--- src/rtl/test_status_pkg.sv ---
// Shared types for the test status sequencer: FSM states, verdict payload and
// elaboration-time sizing helpers.
package test_status_pkg;

   typedef enum logic [1:0] {
      ST_IDLE  = 2'd0,
      ST_SETUP = 2'd1,
      ST_PULSE = 2'd2,
      ST_GAP   = 2'd3
   } seq_state_e;

   // One firmware verdict as stored in the FIFO.
   typedef struct packed {
      logic pass;
      logic last;
   } verdict_t;

   function automatic int unsigned max3(input int unsigned a,
                                        input int unsigned b,
                                        input int unsigned c);
      int unsigned m;
      m = (a > b) ? a : b;
      return (m > c) ? m : c;
   endfunction

   // Bits needed for a down-counter loaded with at most max_cycles-1.
   function automatic int unsigned timer_bits(input int unsigned max_cycles);
      return (max_cycles < 2) ? 1 : $clog2(max_cycles);
   endfunction

endpackage

--- src/rtl/status_fifo.sv ---
// Synchronous verdict FIFO with wrap-bit pointers.
// Ports:
//   wb_clk_i, wb_rst_n       clock, synchronous active-low reset
//   wr_en, wr_data           write request and payload
//   rd_en                    pop the head entry
//   rd_data_c                head entry (combinational view of storage)
//   empty_c, full_c          current occupancy flags
//   empty_nx_c, full_nx_c    occupancy flags after this edge's push/pop
module status_fifo
   import test_status_pkg::*;
#(
   parameter int unsigned DEPTH = 4
) (
   input  logic     wb_clk_i,
   input  logic     wb_rst_n,
   input  logic     wr_en,
   input  verdict_t wr_data,
   input  logic     rd_en,
   output verdict_t rd_data_c,
   output logic     empty_c,
   output logic     full_c,
   output logic     empty_nx_c,
   output logic     full_nx_c
);

   localparam int unsigned AW = $clog2(DEPTH);
   localparam int unsigned PW = AW + 1;

   logic [PW-1:0] wr_ptr_q, rd_ptr_q;
   logic [PW-1:0] wr_ptr_nx, rd_ptr_nx;
   verdict_t      mem_q [DEPTH];
   logic          do_wr, do_rd;

   // A write into a full FIFO is only taken when the head leaves on the same edge.
   assign do_wr = wr_en && (!full_c || rd_en);
   assign do_rd = rd_en && !empty_c;

   assign wr_ptr_nx = wr_ptr_q + PW'(do_wr);
   assign rd_ptr_nx = rd_ptr_q + PW'(do_rd);

   assign empty_c    = (wr_ptr_q == rd_ptr_q);
   assign full_c     = (wr_ptr_q[AW] != rd_ptr_q[AW]) &&
                       (wr_ptr_q[AW-1:0] == rd_ptr_q[AW-1:0]);
   assign empty_nx_c = (wr_ptr_nx == rd_ptr_nx);
   assign full_nx_c  = (wr_ptr_nx[AW] != rd_ptr_nx[AW]) &&
                       (wr_ptr_nx[AW-1:0] == rd_ptr_nx[AW-1:0]);

   assign rd_data_c = mem_q[rd_ptr_q[AW-1:0]];

   // Pointer registers.
   always_ff @(posedge wb_clk_i) begin
      if (!wb_rst_n) begin
         wr_ptr_q <= '0;
         rd_ptr_q <= '0;
      end else begin
         wr_ptr_q <= wr_ptr_nx;
         rd_ptr_q <= rd_ptr_nx;
      end
   end

   // Storage; contents are don't-care until written.
   always_ff @(posedge wb_clk_i) begin
      if (do_wr) begin
         mem_q[wr_ptr_q[AW-1:0]] <= wr_data;
      end
   end

endmodule

--- config.mk ---
export PLATFORM = sky130hd
export DESIGN_NAME = status_fifo
export DESIGN_NICKNAME = d
export VERILOG_FILES = /design/src/rtl/test_status_pkg.sv /design/src/rtl/status_fifo.sv
export SDC_FILE = /design/constraint.sdc
export NUM_CORES = 1
export LEC_CHECK = 0
export CORE_MARGIN = 3
export CORE_UTILIZATION = 25
export CTS_CLUSTER_SIZE = 24
export DETAILED_ROUTE_END_ITERATION = 6
export HOLD_SLACK_MARGIN = 0.05
export PLACE_DENSITY = 0.43
export SETUP_SLACK_MARGIN = 0.4
export SLEW_MARGIN = 20
export SYNTH_ARGS = -nofsm -noshare
export SYNTH_HDL_FRONTEND = slang
export SYNTH_SLANG_ARGS = --single-unit
--- constraint.sdc ---
create_clock -name wb_clk_i -period 3.2 [get_ports wb_clk_i]
set_input_delay 0.32 -clock wb_clk_i [delete_from_list [all_inputs] [get_ports wb_clk_i]]
set_output_delay 0.32 -clock wb_clk_i [all_outputs]
set_load 0.02 [all_outputs]
==> metrics <==
Place WS 0.0941 ns; total of max-cap violations 0; DIE AREA 0.00336 sq mm; HP Class reg -> reg; met1 usage 10.0%; status complete, no violations; post-synthesis sequential area ratio 53.4%; Mapped Nets 58; post-route ant nets 0; GR peak layer met2; Setup-failing EPs final 0; clk_lat worst skew 0.27 ns; final period utilization 82.9%; Final Worst Setup Slack 0.548 ns; most frequent cell after synthesis edfxtp_1; Post-Syn Area 674 sq um; initial antenna violation count 0; global route overflow 0; synthesized instance count 48; final hold violations 0; CTS root buffer clkbuf_4; GR met2 Demand/Resource 10.8%; Cell Chain, Critical Path clkdlybuf4s50_1 > o41ai_4 > inv_1 > ha_1 > ha_1 > xor2_2 > xnor2_1 > nor2b_1 > clkbuf_2; main combinational cell family by area after synthesis simple AND/OR/NAND/NOR gates; startpoint types primary input; Crit. End Element primary output; Async SR Flop Fraction 0%; placement row count 18; CTS H-tree depth 1; Slew HR 75.4%; clk_skew 0.00148 ns; top-level I/O count 12; Synth Register Bits 14; Tot Pwr 482 uW; Core Footprint 0.00252 sq mm; Routed WL 1090 microns; post-synthesis mux area share 7.24%; P_leak 0.000340 uW; Setup CP Type in -> out; starting density of the core 26.7%; # port buffers 11; layout cell share with drive strength beyond 1 30.3%; largest stage delay on the critical path 0.46 ns; vias 400; Cell variety after synth 18; Worst-path clk slew 0.08 ns; largest area contributor in the netlist edfxtp_1; crit-path max FO 2; drt first pass iters 4; VDD IR max 224 uV; clock period minus worst slack 2.65 ns; CTS tree done; number of enable flip-flop cells after synthesis 8; slowest CP cell clkdlybuf4s50_1; drc violations 0; Num CTS Buffers 3; Ys Warns 0; die width 57.9 microns; Post-Synth XOR/XNOR Area 11.5%; largest net degree at the start of global routing 9; Wirelength per Cell 11.3 microns; number of DRC markers in iteration 0 11; post-synthesis simple-gate area fraction 14.7%; DP HPWL 853 microns; Avg Cell Area, Syn 14.0 sq um; Hold-fix buffers, CTS 0; vias in the first global route 377; Sink Count 14; Syn-to-layout area delta 31.9%; Compound-Gate Fraction of Synth Area 5.19%; RSZ-0062 raised after global routing no; Adder-Cell Fraction of Synth Area 7.42%; gpl congestion 0.639; crit path DAT 2.33 ns; Synth top cells by count edfxtp_1, and2_1, dfxtp_1; Crit. Startpoint rd_en; max-slew violations 0; main area contributors after synthesis edfxtp_1, dfxtp_1, ha_1; Die H 57.9 microns; GR Util All Layers 7.72%; Worst R2R Start wr_ptr_q[2]; cell mode on critical path ha_1; PwrDens 541 mW/mm^2; Final nets 77; f_max 377 MHz; met3 GRT Util 1.34%; CP required 2.88 ns; Hold Crit Start wr_ptr_q[2]; first-pass GRT wire length 1820 microns; n_diodes 0; Vias/cell 4.17; Synth top area share 35.6%; Main synth FF type edfxtp_1; worst-case clock buffer depth 2; accumulated negative setup slack 0 ns; Slew @ Worst Pin 0.368 ns
==> cells in the final DEF, fill, tap and decap left out <==
master           count
nor2_1               3
dfxtp_2              5
ha_1                 4
o41ai_4              1
mux4_2               1
clkinv_1             1
buf_2                1
xor2_2               3
nand2_1              2
clkdlybuf4s50_1      9
clkbuf_2             1
clkbuf_4             3
xnor2_1              4
and2_1               6
buf_4                3
nor3b_1              1
nor3b_2              1
mux4_1               1
edfxtp_1             8
inv_1                1
xnor2_2              1
nor3_1               2
dfxtp_1              1
nor2b_1              2
a21boi_1             1
==> final cells by class <==
| type | count | area [sq um] |
|---|---|---|
| Fill cell | 264 | 1630 |
| Sequential cell | 14 | 367 |
| Multi-Input combinational cell | 33 | 333 |
| Timing Repair Buffer | 14 | 123 |
| Tap cell | 30 | 37.5 |
| Clock buffer | 3 | 22.5 |
| Clock inverter | 1 | 3.75 |
| Inverter | 1 | 3.75 |
==> layer usage <==
metal / up-vias / share of wire (%)
met3: 2 / 2.3
met4: 0 / 2.1
li1: 207 / -
met1: 182 / 52
met2: 9 / 43
met5: - / 0
==> critical path, delay by kind of cell <==
family	cells	cell delay, ns
xor gates and xnor gates	2	0.36
adders and majority gates	2	0.40
buffers and inverters	3	0.71
AOI/OAI and AO/OA	1	0.39
and+or+nand+nor	1	0.15
==> where the power goes <==
group / switching [uW] / total (uW) / internal (uW)
clock network: 52.6 / 97.7 / 45.1
registers: 16.9 / 222 / 205
logic: 80.4 / 162 / 81.9
==> kinds of logic (layout without fill, tap and decap cells) <==
group / count (synthesis) / count (layout)
xor+xnor: 8 / 8
simple gates: 17 / 17
mux: 2 / 2
fa+ha+maj: 4 / 4
buf+inv: 1 / 19
compound gates: 2 / 2
flops: 14 / 14
==> path summary, 6_finish.rpt <==
check | to | slack, ns | cells past startpoint
max reg2reg | wr_ptr_q[2] | 1.42 | 7
min reg2reg | wr_ptr_q[2] | 0.66 | 2
min | wr_ptr_q[2] | 0.66 | 2
max | full_nx_c | 0.55 | 9
==> stage by stage <==
stage | util [%] | std cells | hold slack, ns | instance area, sq um
after CTS | 34.3 | 94 | 0.634 | 866
after global placement | 32.9 | 90 | 0.611 | 830
after detailed placement | 32.9 | 90 | 0.610 | 830
final | 35.3 | 96 | 0.659 | 890
after floorplan | - | 48 | 0.419 | 674
after global routing | 35.3 | 96 | 0.671 | 890
==> flip-flops by register name, indices dropped and copies added (netlist names) <==
| name | cells |
|---|---|
| mem_q | 8 |
| rd_ptr_q | 3 |
| wr_ptr_q | 3 |
==> timing repair <==
item	CTS	global route
resized for setup	7	9
endpoints found under the setup margin	2	2
setup buffers	0	2
pin swaps	0	3
cloned	0	0
(Power assumes the default switching activity.)
